### src/rtl/seq_multiplier.sv
// Radix-2 sequential multiplier supporting MUL/MULH/MULHSU/MULHU (N+2 edge latency,
// counting the accepting edge). Define SEQ_MUL_ZERO_BYPASS_EN to enable the 1-edge zero-operand fast path.

module ripple_carry_adder #(
  parameter int unsigned W = 32
) (
  input  logic [W-1:0] A,
  input  logic [W-1:0] B,
  input  logic         CarryIn,
  output logic [W-1:0] Sum,
  output logic         CarryOut
);

  always_comb begin
    logic c;
    c   = CarryIn;
    Sum = '0;
    for (int unsigned i = 0; i < W; i++) begin
      Sum[i] = A[i] ^ B[i] ^ c;
      c      = (A[i] & B[i]) | (c & (A[i] ^ B[i]));
    end
    CarryOut = c;
  end

endmodule

module seq_multiplier #(
  parameter int unsigned N = 32
) (
  input  logic         clk,
  input  logic         rst_n,
  input  logic         start,
  input  logic [1:0]   op,
  input  logic [N-1:0] A,
  input  logic [N-1:0] B,
  input  logic         kill,
  output logic         busy,
  output logic         done,
  output logic [N-1:0] Result
);

  localparam int unsigned CW = 6;

  typedef enum logic [1:0] {
    IDLE = 2'd0,
    CALC = 2'd1,
    FIX  = 2'd2
  } state_t;

  state_t         state_q, state_d;
  logic [1:0]     op_q, op_d;
  logic [N-1:0]   mcand_q, mcand_d;
  logic [N-1:0]   mplier_q, mplier_d;
  logic           a_neg_q, a_neg_d;
  logic           b_neg_q, b_neg_d;
  logic [CW-1:0]  cnt_q, cnt_d;
  logic [2*N-1:0] acc_q, acc_d;
  logic [N-1:0]   result_q, result_d;
  logic           done_q, done_d;

  logic           a_signed, b_signed;
  logic           a_neg, b_neg;
  logic [N-1:0]   a_abs, b_abs;
  logic           zero_op;
  logic [N-1:0]   add_sum;
  logic           add_co;
  logic           step_c;
  logic [N-1:0]   step_h;
  logic           prod_neg;
  logic [2*N-1:0] prod_fix;

  assign a_signed = (op == 2'b01) || (op == 2'b10);
  assign b_signed = (op == 2'b01);
  assign a_neg    = a_signed & A[N-1];
  assign b_neg    = b_signed & B[N-1];
  assign a_abs    = a_neg ? -A : A;
  assign b_abs    = b_neg ? -B : B;

`ifdef SEQ_MUL_ZERO_BYPASS_EN
  assign zero_op = (A == '0) || (B == '0);
`else
  assign zero_op = 1'b0;
`endif

  ripple_carry_adder #(.W(N)) u_add (
    .A        (acc_q[2*N-1:N]),
    .B        (mcand_q),
    .CarryIn  (1'b0),
    .Sum      (add_sum),
    .CarryOut (add_co)
  );

  // Carry-out of the add becomes the MSB after the right shift.
  assign {step_c, step_h} = mplier_q[0] ? {add_co, add_sum} : {1'b0, acc_q[2*N-1:N]};

  assign prod_neg = a_neg_q ^ b_neg_q;
  assign prod_fix = prod_neg ? -acc_q : acc_q;

  always_ff @(posedge clk or negedge rst_n) begin
    if (!rst_n) state_q <= IDLE;
    else        state_q <= state_d;
  end

  always_comb begin
    state_d = state_q;
    if (kill) begin
      state_d = IDLE;
    end else begin
      case (state_q)
        IDLE:    if (start && !zero_op) state_d = CALC;
        CALC:    if (cnt_q == CW'(1)) state_d = FIX;
        FIX:     state_d = IDLE;
        default: state_d = IDLE;
      endcase
    end
  end

  always_comb begin
    busy = (state_q == CALC) || (state_q == FIX);
  end

  always_comb begin
    op_d     = op_q;
    mcand_d  = mcand_q;
    mplier_d = mplier_q;
    a_neg_d  = a_neg_q;
    b_neg_d  = b_neg_q;
    cnt_d    = cnt_q;
    acc_d    = acc_q;
    result_d = result_q;
    done_d   = 1'b0;
    if (!kill) begin
      case (state_q)
        IDLE: begin
          if (start) begin
            if (zero_op) begin
              result_d = '0;
              done_d   = 1'b1;
            end else begin
              op_d     = op;
              mcand_d  = a_abs;
              mplier_d = b_abs;
              a_neg_d  = a_neg;
              b_neg_d  = b_neg;
              acc_d    = '0;
              cnt_d    = CW'(N);
            end
          end
        end
        CALC: begin
          acc_d    = {step_c, step_h, acc_q[N-1:1]};
          mplier_d = mplier_q >> 1;
          cnt_d    = cnt_q - CW'(1);
        end
        FIX: begin
          acc_d    = prod_fix;
          result_d = (op_q == 2'b00) ? prod_fix[N-1:0] : prod_fix[2*N-1:N];
          done_d   = 1'b1;
        end
        default: ;
      endcase
    end
  end

  always_ff @(posedge clk or negedge rst_n) begin
    if (!rst_n) begin
      op_q     <= '0;
      mcand_q  <= '0;
      mplier_q <= '0;
      a_neg_q  <= 1'b0;
      b_neg_q  <= 1'b0;
      cnt_q    <= '0;
      acc_q    <= '0;
      result_q <= '0;
      done_q   <= 1'b0;
    end else begin
      op_q     <= op_d;
      mcand_q  <= mcand_d;
      mplier_q <= mplier_d;
      a_neg_q  <= a_neg_d;
      b_neg_q  <= b_neg_d;
      cnt_q    <= cnt_d;
      acc_q    <= acc_d;
      result_q <= result_d;
      done_q   <= done_d;
    end
  end

  assign done   = done_q;
  assign Result = result_q;

endmodule

### config.mk
export PLATFORM = sky130hd
export DESIGN_NAME = seq_multiplier
export DESIGN_NICKNAME = d
export VERILOG_FILES = /design/src/rtl/seq_multiplier.sv
export SDC_FILE = /design/constraint.sdc
export NUM_CORES = 1
export LEC_CHECK = 0
export CORE_MARGIN = 8
export CORE_UTILIZATION = 49
export DETAILED_ROUTE_END_ITERATION = 8
export PLACE_DENSITY = 0.69
export SETUP_SLACK_MARGIN = 0.5
export SYNTH_ARGS = -nofsm -noshare
export SYNTH_HDL_FRONTEND = slang
export SYNTH_SLANG_ARGS = --single-unit
### constraint.sdc
create_clock -name clk -period 23.7 [get_ports clk]
set_input_delay 3.555 -clock clk [delete_from_list [all_inputs] [get_ports clk]]
set_output_delay 3.555 -clock clk [all_outputs]
set_load 0.05 [all_outputs]
Word level (Yosys, flattened, before mapping)
Index checks and enable logic that the tools add are counted.

word-level totals
  bits in registers = 173
  bits in latches = 0
  logic and storage cells = 211
  memory bits (read-only) = 0
  memories = 0
  input port bits = 70
  output and inout bits = 34
  bits in writable memories = 0

cells by class
  divide/modulo/power cells = 0
  bitwise logic cells = 161
  $add $sub $neg = 4
  shifts and indexed selects = 0
  multipliers = 0
  equal/unequal tests = 8
  multiplexer cells = 17
  reduce and logical (&&, ||, !) cells = 11
  order comparisons = 0

operators with widths
  cell                                                                count
  64-bit case mux with 3 select lines                                 1
  32-bit 2-to-1 mux                                                   4
  64-bit 2-to-1 mux                                                   2
  1-bit bitwise AND                                                   65
  32-bit negator                                                      2
  64-bit negator                                                      1
  32-bit case mux with 2 select lines                                 1
  1-bit XOR                                                           64
  33-bit 2-to-1 mux                                                   1
  1-bit OR                                                            31
  6-bit case mux with 2 select lines                                  1
  3-bit AND reduction                                                 3
  6-bit by 1-bit == test with 1-bit output, second input constant     1
  2-bit 2-to-1 mux                                                    3
  6-bit 2-to-1 mux                                                    1
  3-bit inequality test, second input constant                        2
  6-bit by 1-bit subtractor with 6-bit output, second input constant  1
  2-bit by 1-bit == test with 1-bit output, second input constant     2
  2-bit == test, second input constant                                2
  2-bit logical NOT                                                   2
  2-bit case mux with 2 select lines                                  1
  2-bit AND reduction                                                 2
  3-bit nonzero test                                                  1
  1-bit logical OR                                                    2
  other kinds (4)                                                     5

Longest topological paths before layout
Gate-level depths: netlist (run 1).

  depth after elaboration = 65
  gate-level depth with buffers = 40

Hierarchy
A second synthesis (run 1) with hierarchy kept.

unflattened totals
  cells, all modules = 1464
  area total of the unflattened synthesis = 12321.8 um^2

modules (own cells, without submodules)
  module              times used  sequential area each (um^2)  cells each  area an instance (um^2)
  seq_multiplier      1           4329.2                       1422        11643.7
  ripple_carry_adder  1           0.0                          42          678.2

Worst setup path after synthesis (run 1)
No wires, ideal clock.

  path kind = register to register
  from = register acc_q[33]
  to = register acc_q[62]
  data arrival time = 12.221 ns
  period minus slack after synthesis = 12.345 ns
  stages on the path, launching flop included = 39
  path slack = 11.355 ns
  cells stage by stage = dfrtp_1 > inv_1 > fa_1 > fa_1 > fa_1 > fa_1 > fa_1 > fa_1 > fa_1 > fa_1 > fa_1 > fa_1 > fa_1 > fa_1 > fa_1 > fa_1 > fa_1 > fa_1 > [... 3 more ...] > fa_1 > fa_1 > fa_1 > fa_1 > fa_1 > fa_1 > inv_1 > fa_1 > fa_1 > inv_1 > fa_1 > inv_1 > fa_1 > inv_1 > fa_1 > fa_1 > a211oi_1 > a211o_1

between the ends
  cells in the longest elaborated chain, start to end = 64
  elaborated cells on any way between the ends = 67

RTL lines
  element                                RTL line  source
  start: declaration                     57        logic [2*N-1:0] acc_q, acc_d;
  start signal: assignment               173       acc_q <= '0;
  start signal: assignment               183       acc_q <= acc_d;
  1-bit XOR                              20        c = (A[i] & B[i]) | (c & (A[i] ^ B[i]));
  1-bit bitwise AND                      20
  1-bit OR                               20
  1-bit bitwise AND                      20
  1-bit OR                               20
  1-bit bitwise AND                      20
  1-bit OR                               20
  1-bit bitwise AND                      20
  [... 48 more ...]                      --
  1-bit OR                               20
  1-bit bitwise AND                      20
  1-bit OR                               20
  1-bit bitwise AND                      20
  1-bit OR                               20
  1-bit XOR                              19        Sum[i] = A[i] ^ B[i] ^ c;
  33-bit 2-to-1 mux                      94        assign {step_c, step_h} = mplier_q[0] ? {add_co, add_sum} : {1'b0, acc_q[2*N-1:N]};
  64-bit case mux with 3 select lines *  133       case (state_q)

Every way passes the cells marked *; elsewhere a longest branch is shown, timed or not.
A chain may end at the register's enable or synchronous reset.

Worst setup path after layout (run 1)
  from = register acc_q[32]
  to = register acc_q[62]

between the ends
  cells in the longest elaborated chain, start to end = 64
  elaborated cells on any way between the ends = 66

RTL lines
  element                                RTL line
  1-bit bitwise AND (2 in a row)         20
  1-bit OR                               20
  1-bit bitwise AND                      20
  1-bit OR                               20
  1-bit bitwise AND                      20
  1-bit OR                               20
  1-bit bitwise AND                      20
  1-bit OR                               20
  [... 47 more ...]                      --
  1-bit OR                               20
  1-bit bitwise AND                      20
  1-bit OR                               20
  1-bit bitwise AND                      20
  1-bit OR                               20
  1-bit XOR                              19
  33-bit 2-to-1 mux                      94
  64-bit case mux with 3 select lines *  133

Marks and branches as above.

==> reports/results.ini, run 1 <==
[yosys]
async_flop_share_pct = 100
synth.avg_cell_area_um2 = 8.52
syn_inst = 1427
synth_edf_count = 0
seq_area_frac_synth_pct = 35.6
syn_area_um2 = 12200
syn_nets = 1539
yosysUniqueCellTypes = 88
ys.flop_type = dfrtp_1
ys_seq_elements = 173
ys_warn_count = 0

[worst_setup_path]
crit_path_start_kind = flip-flop
worstReg2RegEnd = acc_q[62]
crit_start = acc_q[32]
rrSetupSlack_ns = 10.41
cp_common_cell = fa_1
end_kind = flip-flop
r2r_cells = 39
cp_max_fo = 8
critPathSlowestCell = dfrtp_1
r2r-start = acc_q[32]
path_class = flip-flop to flip-flop
cp.required_ns = 24.01
max_stage_delay_ns = 0.53
crit_arrival_ns = 13.60

[hold_path]
min_to = mcand_q[25]
hold_start = mcand_q[25]
holdCritPathClass = flip-flop to flip-flop
hold_depth = 2

[floorplanning]
fp.dieArea_um2 = 30100
coreArea_um2 = 24300
start_util_pct = 50.0
die_w_um = 173
die_y_um = 173
row_count = 57
ios = 104

[power_and_ir_drop]
p_per_area_nw_per_um2 = 101
p_leak_nw = 5.59
ir_drop_uv = 62.0

[global_route]
antenna_found_initial = 0
grtUsageTotal_pct = 23.7
grt_pass1_wl_um = 58600
gr-total-overflow = 0
grt_start_max_net_pins = 95
grt_pass1_vias = 10800
use_met1_pct = 33.3
gr-usage-met2_pct = 35.2
grt_busiest_layer = met2
use_met3_pct = 5.05

[run_status]
status = completed

[sta]
finalSetupViolCount = 0
period_minus_slack_ns = 13.29
rsz0062_at_grt = no
skew_ns = 0.0116
hold_viol_final = 0
finalCritPeriodShare_pct = 56.1
holdWs_ns = 0.478
fmax_mhz = 75.2
slew_violations = 0
setup_slack_ns = 10.41
worstMarginPinSlew_ns = 1.13
relSlewSlack_pct = 24.2
setup-tns-final_ns = 0

[cts]
tritoncts = yes
numCtsBuffers = 17
clkLatencyLatePin_ns = 0.44
cts-root-buf = clkbuf_16
path_clk_slew_ns = 0.07
cts_hold_buf = 0
ctsLongestPathBuffers = 2
post-cts-setup-buffer-count = 0
htree_levels = 4
clkSinkCount = 173
cts_resized = 0

[route]
viasPerCell = 6.19
routed_wirelength_um = 35800
route.detailed.drc = 0
antenna_left = 0
vias = 11100
wl_per_cell_um = 20.0
dr.pass1.iters = 7
drt_iter0_markers = 1022

[placement]
place_area_um2 = 13300
dp.cells = 1756
routabilityCongestion = 0.881
place_ws_ns = 10.44
port_buffers = 103
hpwlAfterDp_um = 24300

[final_layout]
fin_area_um2 = 13900
n_antenna_cell = 0
finalNetCount = 1563
nFillCells = 2173
layout_common_cells = dfrtp_1 (172), o21ai_0 (135), nand2_1 (128)
final-seq-area_um2 = 4330
area_delta_synth_final_pct = 14.2
final_cells = 1788
multiInputGateArea_um2 = 7070
drive_above_1_share_pct = 6.01
layout_commonest_cell = dfrtp_1

[job]
cap_violations = 0

-- metal layers --
layer	wire, um	up-vias
met4	864	0
li1	-	5192
met3	3390	80
met1	16100	5295
met5	0	-
met2	15400	502
-- cell families after synthesis --
kind of cell             after synthesis  share of synthesized area, %
AO/OA/AOI/OAI                        443                          23.9
flip-flops                           173                          35.6
XOR/XNOR                             105                          7.57
multiplexers                          14                          1.16
adder cells (fa/ha/maj)               42                          6.24
AND/OR/NAND/NOR                      456                          19.1
buffers and inverters                194                          6.44
-- metrics by stage --
step / total power [mW] / utilization (%)
3_3_place_gp: 1.08 / 54.5
3_5_place_dp: 1.10 / 54.5
2_1_floorplan: 0.900 / -
4_1_cts: 1.40 / 57.1
5_1_grt: 1.50 / 57.1
6_report: 1.41 / 57.1
-- synth_stat cells, types with 20 or more instances --
master,n,area [um^2]
xor2_1,32,280
nand3_1,30,150
o21ai_0,135,676
nor3_1,54,270
clkbuf_1,96,360
xnor2_1,73,639
a221o_1,24,240
nor4_1,20,125
a21oi_1,96,480
a31oi_1,34,213
nand2_1,128,480
inv_1,79,297
fa_1,31,621
nor2_1,119,447
dfrtp_1,173,4330
-- sequential cells by signal (all words and copies together), names as in the netlist --
register  cells
mplier_q     32
state_q       2
done          1
cnt_q         6
Result       32
b_neg_q       1
acc_q        64
mcand_q      32
a_neg_q       1
op_q          2
-- report_power, final --
| group | switching (mW) | internal (mW) |
|---|---|---|
| sequential | 0.0732 | 0.371 |
| combinational | 0.429 | 0.230 |
| clock | 0.123 | 0.180 |
| total | 0.625 | 0.781 |
-- critical path: cells and delay by family, from the launching register on --
kind            cells  cell delay, ns
fa+ha+maj          32           11.90
flops               1            0.53
compound gates      2            0.42
buf+inv             5            0.32
-- layout make-up --
class | count | share of cell area (%)
inverters | 80 | 2.16
well taps | 324 | 2.92
repair buffers | 119 | 8.30
flip-flops and latches | 173 | 31.2
clock inverters | 10 | 1.18
clock buffers | 22 | 3.27
multi-input cells | 1060 | 51.0
-- how the worst max path moves through the flow --
| stage | endpoint | slack, ns | cells after the start |
|---|---|---|---|
| floorplan | acc_q[62] | 11.35 | 38 |
| global placement | acc_q[62] | 10.73 | 39 |
| detailed placement | acc_q[62] | 10.44 | 39 |
| CTS | acc_q[62] | 10.43 | 39 |
| global route | acc_q[62] | 10.02 | 39 |
| finish | acc_q[62] | 10.41 | 39 |
Note: power is estimated with default switching activity, not from simulation.
==> run 2: changes to the inputs <==
clock period = 13.2 ns   (was 23.7 ns; I/O delays follow)
==> run 2 against run 1 <==
Effect of this change:
- flip-flop and latch count stayed put
- clock power is 74% higher
- worst hold slack worse by 0.0071 ns
- power is 79% higher
- worst setup slack worse by 9.5 ns
- sequential share of layout area is 0.10 points lower
- clock-buffer cell count is 3 lower
- first-iteration DRC count is 18% higher
- clock skew is 0.0018 ns lower
- via count is 0.37% lower
- largest power group unchanged
==> reports/results.ini, run 2 (same netlist as run 1, synthesis figures left out) <==
[sta]
slew_violations = 0
fmax_mhz = 81.3
hold_viol_final = 0
setup-tns-final_ns = 0
relSlewSlack_pct = 22.1
finalCritPeriodShare_pct = 93.2
worstMarginPinSlew_ns = 1.16
rsz0062_at_grt = no
finalSetupViolCount = 0
period_minus_slack_ns = 12.30
skew_ns = 0.00986

[worst_setup_path]
critPathSlowestCell = fa_1
crit_path_start_kind = flip-flop
cp_common_cell = fa_1
cp.required_ns = 13.51
r2r-start = mcand_q[0]
worstReg2RegEnd = acc_q[62]
crit_start = mcand_q[0]
path_class = flip-flop to flip-flop
cp_max_fo = 2
max_stage_delay_ns = 0.48
crit_end = acc_q[62]
r2r_cells = 39
rrSetupSlack_ns = 0.90
crit_arrival_ns = 12.62
end_kind = flip-flop

[floorplanning]
row_count = 57
die_w_um = 173
die_y_um = 173
fp.dieArea_um2 = 30100
coreArea_um2 = 24300
ios = 104
start_util_pct = 50.0

[route]
vias = 11000
dr.pass1.iters = 5
wl_per_cell_um = 19.8
viasPerCell = 6.15
route.detailed.drc = 0
routed_wirelength_um = 35600
drt_iter0_markers = 1203
antenna_left = 0

[final_layout]
multiInputGateArea_um2 = 7100
area_delta_synth_final_pct = 14.6
fin_area_um2 = 13900
n_antenna_cell = 0
regMostFlops = acc_q
finalNetCount = 1568
layout_common_cells = dfrtp_1 (171), o21ai_0 (135), nand2_1 (128)
layout_commonest_cell = dfrtp_1
largest_register_ffs = 64
final-seq-area_um2 = 4330
nFillCells = 2169
drive_above_1_share_pct = 7.56

[placement]
routabilityCongestion = 0.890
hpwlAfterDp_um = 24400
port_buffers = 103
place_area_um2 = 13300

[cts]
numCtsBuffers = 17
cts-root-buf = clkbuf_16
ctsLongestPathBuffers = 2
clkSinkCount = 173
tritoncts = yes
clkLatencyLatePin_ns = 0.43
htree_levels = 4
path_clk_slew_ns = 0.08

[global_route]
antenna_found_initial = 0
grt_start_max_net_pins = 102
grt_pass1_vias = 10800
grt_pass1_wl_um = 58200
grtUsageTotal_pct = 23.6
gr-total-overflow = 0

[job]
cap_violations = 0

[hold_path]
holdCritPathClass = flip-flop to flip-flop

[power_and_ir_drop]
p_leak_nw = 5.61
p_per_area_nw_per_um2 = 180
ir_drop_uv = 99.1

[run_status]
status = completed

-- run 2: changes by cell type in the layout (fill, tap and decap cells not counted), moves of 4 or more --
cell      change
fa_1         -13
inv_6         +4
buf_4         +5
clkbuf_1      -4
fa_2         +13
-- run 2: repair_timing --
item                       in CTS  in global routing
setup buffers                   1                  0
hold buffers                    0                  0
gates resized for setup         6                  8
setup endpoints to repair       2                  3
-- run 2: worst min path at each step --
stage                       from      endpoint  slack, ns  depth (start not counted)
floorplan           mplier_q[31]  mplier_q[31]       0.44                          2
global placement    mplier_q[31]  mplier_q[31]       0.45                          2
detailed placement  mplier_q[31]  mplier_q[31]       0.46                          2
CTS                 mplier_q[31]  mplier_q[31]       0.48                          2
global route         mcand_q[22]   mcand_q[22]       0.50                          2
finish              mplier_q[31]  mplier_q[31]       0.47                          2
-- run 2: worst max-delay path: cells and delay by family, from the launching register on --
kind	cells	cell delay (ns)
flip-flops	1	0.35
adder cells (fa/ha/maj)	32	11.12
buffers and inverters	5	0.32
AO/OA/AOI/OAI	2	0.38
-- run 2: final cells by class --
type / count / area share (%)
timing repair buffer: 124 / 8.54
tap: 324 / 2.91
sequential: 173 / 31.1
multi-input combinational: 1060 / 51.0
clock inverter: 13 / 1.10
clock buffer: 19 / 3.25
inverter: 80 / 2.16
-- run 2: routing by layer --
layer / up-vias / part of all wire (%) / global-route usage (%)
met4: 0 / 2.1 / 7.29
met3: 61 / 9.1 / 5.75
met2: 494 / 43 / 35.2
li1: 5185 / - / -
met1: 5288 / 46 / 33.2
met5: - / 0 / 0
-- run 2: report_power, final --
group / internal, mW / switching [mW]
sequential: 0.666 / 0.130
clock: 0.294 / 0.232
combinational: 0.418 / 0.772
-- run 2: metrics by stage --
| stage | hold slack [ns] | worst slack (ns) | utilization (%) | power, mW | std cells |
|---|---|---|---|---|---|
| after floorplan | 0.437 | 0.855 | - | 1.62 | 1427 |
| after detailed placement | 0.456 | 0.230 | 54.6 | 1.97 | 1760 |
| after CTS | 0.475 | 0.522 | 57.2 | 2.50 | 1793 |
| after global placement | 0.454 | 0.384 | 54.6 | 1.94 | 1760 |
| final | 0.471 | 0.898 | 57.3 | 2.51 | 1793 |
| after global routing | 0.496 | 0.526 | 57.3 | 2.68 | 1793 |
==> run 3: changes to the inputs <==
CORE_ASPECT_RATIO = 1.1   (was default)
CTS_CLUSTER_SIZE = 12   (was default)
PLACE_DENSITY = default   (was 0.69)
PLACE_DENSITY_LB_ADDON = 0.08   (was default)
==> run 3 against run 2 <==
Effect of this change:
- worst setup slack better by 0.066 ns
- combinational power about the same
- non-clock buffer count shrank 3
- design area down 0.53%
- final cell count decreased by 1.1%
==> reports/results.ini, run 3 (same netlist as run 1, synthesis figures left out) <==
[final_layout]
final_cells = 1774
layout_common_cells = dfrtp_1 (171), o21ai_0 (135), nand2_1 (128)
largest_register_ffs = 64
nFillCells = 2253
layout_commonest_cell = dfrtp_1
finalNetCount = 1565
multiInputGateArea_um2 = 7110
drive_above_1_share_pct = 7.10
final_core_util_pct = 56.8
n_antenna_cell = 0
area_delta_synth_final_pct = 14.0
fin_area_um2 = 13900
regMostFlops = acc_q
final-seq-area_um2 = 4330

[route]
viasPerCell = 6.22
routed_wirelength_um = 36100
vias = 11000
route.detailed.drc = 0
antenna_left = 0
dr.pass1.iters = 8
drt_iter0_markers = 1124
wl_per_cell_um = 20.4

[global_route]
grt_start_max_net_pins = 101
gr-usage-met2_pct = 37.5
grt_pass1_wl_um = 59400
grt_busiest_layer = met2
grt_pass1_vias = 10900
use_met3_pct = 4.91
antenna_found_initial = 1
gr-total-overflow = 0
grtUsageTotal_pct = 24.2
use_met1_pct = 33.6

[floorplanning]
start_util_pct = 49.8
coreArea_um2 = 24400
fp.dieArea_um2 = 30100
die_w_um = 166
ios = 104
row_count = 60
die_y_um = 181

[run_status]
status = completed

[sta]
relSlewSlack_pct = 22.1
period_minus_slack_ns = 12.24
setup-tns-final_ns = 0
skew_ns = 0.0154
holdWs_ns = 0.471
worstMarginPinSlew_ns = 1.16
fmax_mhz = 81.7
hold_viol_final = 0
slew_violations = 0
setup_slack_ns = 0.964
finalSetupViolCount = 0
finalCritPeriodShare_pct = 92.7
rsz0062_at_grt = no

[hold_path]
hold_depth = 2
holdCritPathClass = flip-flop to flip-flop

[placement]
place_ws_ns = 0.227
place_area_um2 = 13300
routabilityCongestion = 0.872
hpwlAfterDp_um = 24600
dp.cells = 1743
port_buffers = 103

[power_and_ir_drop]
ir_drop_uv = 106
swShare_pct = 45.3
power_frac_seq_pct = 31.9
p_total_mw = 2.49
p_sw_mw = 1.13
p_clk_share_pct = 20.1
p_int_mw = 1.36
p_leak_nw = 5.59
pwr-share-comb_pct = 48.0
p_per_area_nw_per_um2 = 180

[cts]
htree_levels = 4
numCtsBuffers = 17
clkLatencyLatePin_ns = 0.44
cts-root-buf = clkbuf_16
clkSinkCount = 173
ctsLongestPathBuffers = 2
path_clk_slew_ns = 0.06
tritoncts = yes
cts_hold_buf = 0

[worst_setup_path]
critPathSlowestCell = fa_1
path_class = flip-flop to flip-flop
r2r_cells = 39
cp_common_cell = fa_1
crit_path_start_kind = flip-flop
cp_max_fo = 2
cp.required_ns = 13.52
end_kind = flip-flop
max_stage_delay_ns = 0.49
crit_arrival_ns = 12.55

[job]
cap_violations = 0

## run 3: changes by cell type in the layout (fill, tap and decap cells not counted), sizes merged
cell and delta:
buf -3, inv -5, clkbuf +1, clkinv +2
## run 3: routing by layer
layer	routed length [um]	vias up	share of wire, %
met3	2800	77	7.7
met5	34	-	0.094
met2	16000	463	44
met4	826	2	2.3
met1	16500	5304	46
li1	-	5190	-
## run 3: area by class of cell
type | instances | area share (%)
multi-input cells | 1060 | 51.3
flip-flops and latches | 173 | 31.3
repair buffers | 121 | 8.42
clock buffers | 20 | 3.22
well taps | 310 | 2.80
inverters | 80 | 2.17
clock inverters | 10 | 0.840
## run 3: power groups by stage
stage          logic (mW)  clock network (mW)  registers [mW]
2_1_floorplan       0.819                   0           0.797
6_report             1.20               0.502           0.795
3_3_place_gp         1.16                   0           0.798
4_1_cts              1.18               0.507           0.794
3_5_place_dp         1.17                   0           0.805
5_1_grt              1.31               0.527           0.818
## run 3: worst paths after layout
check                                   from           end  slack, ns
worst max-delay path              mcand_q[0]     acc_q[62]       0.96
worst min-delay path            mplier_q[31]  mplier_q[31]       0.47
worst max register to register    mcand_q[0]     acc_q[62]       0.96
worst min register to register  mplier_q[31]  mplier_q[31]       0.47
max in group asynchronous              rst_n   mplier_q[0]      10.02
min in group asynchronous              rst_n      acc_q[0]       1.64
## run 3: worst max-delay path: cells and delay by family (launching register included)
kind | cells | cell delay [ns]
AOI/OAI and AO/OA | 2 | 0.34
buffers and inverters | 5 | 0.31
adders and majority gates | 32 | 11.11
DFF | 1 | 0.35
## run 3: what timing repair did
action,4_1_cts,5_1_grt
setup buffers,1,0
setup endpoints to repair,1,3
pin swaps,0,1
resized for setup,5,9
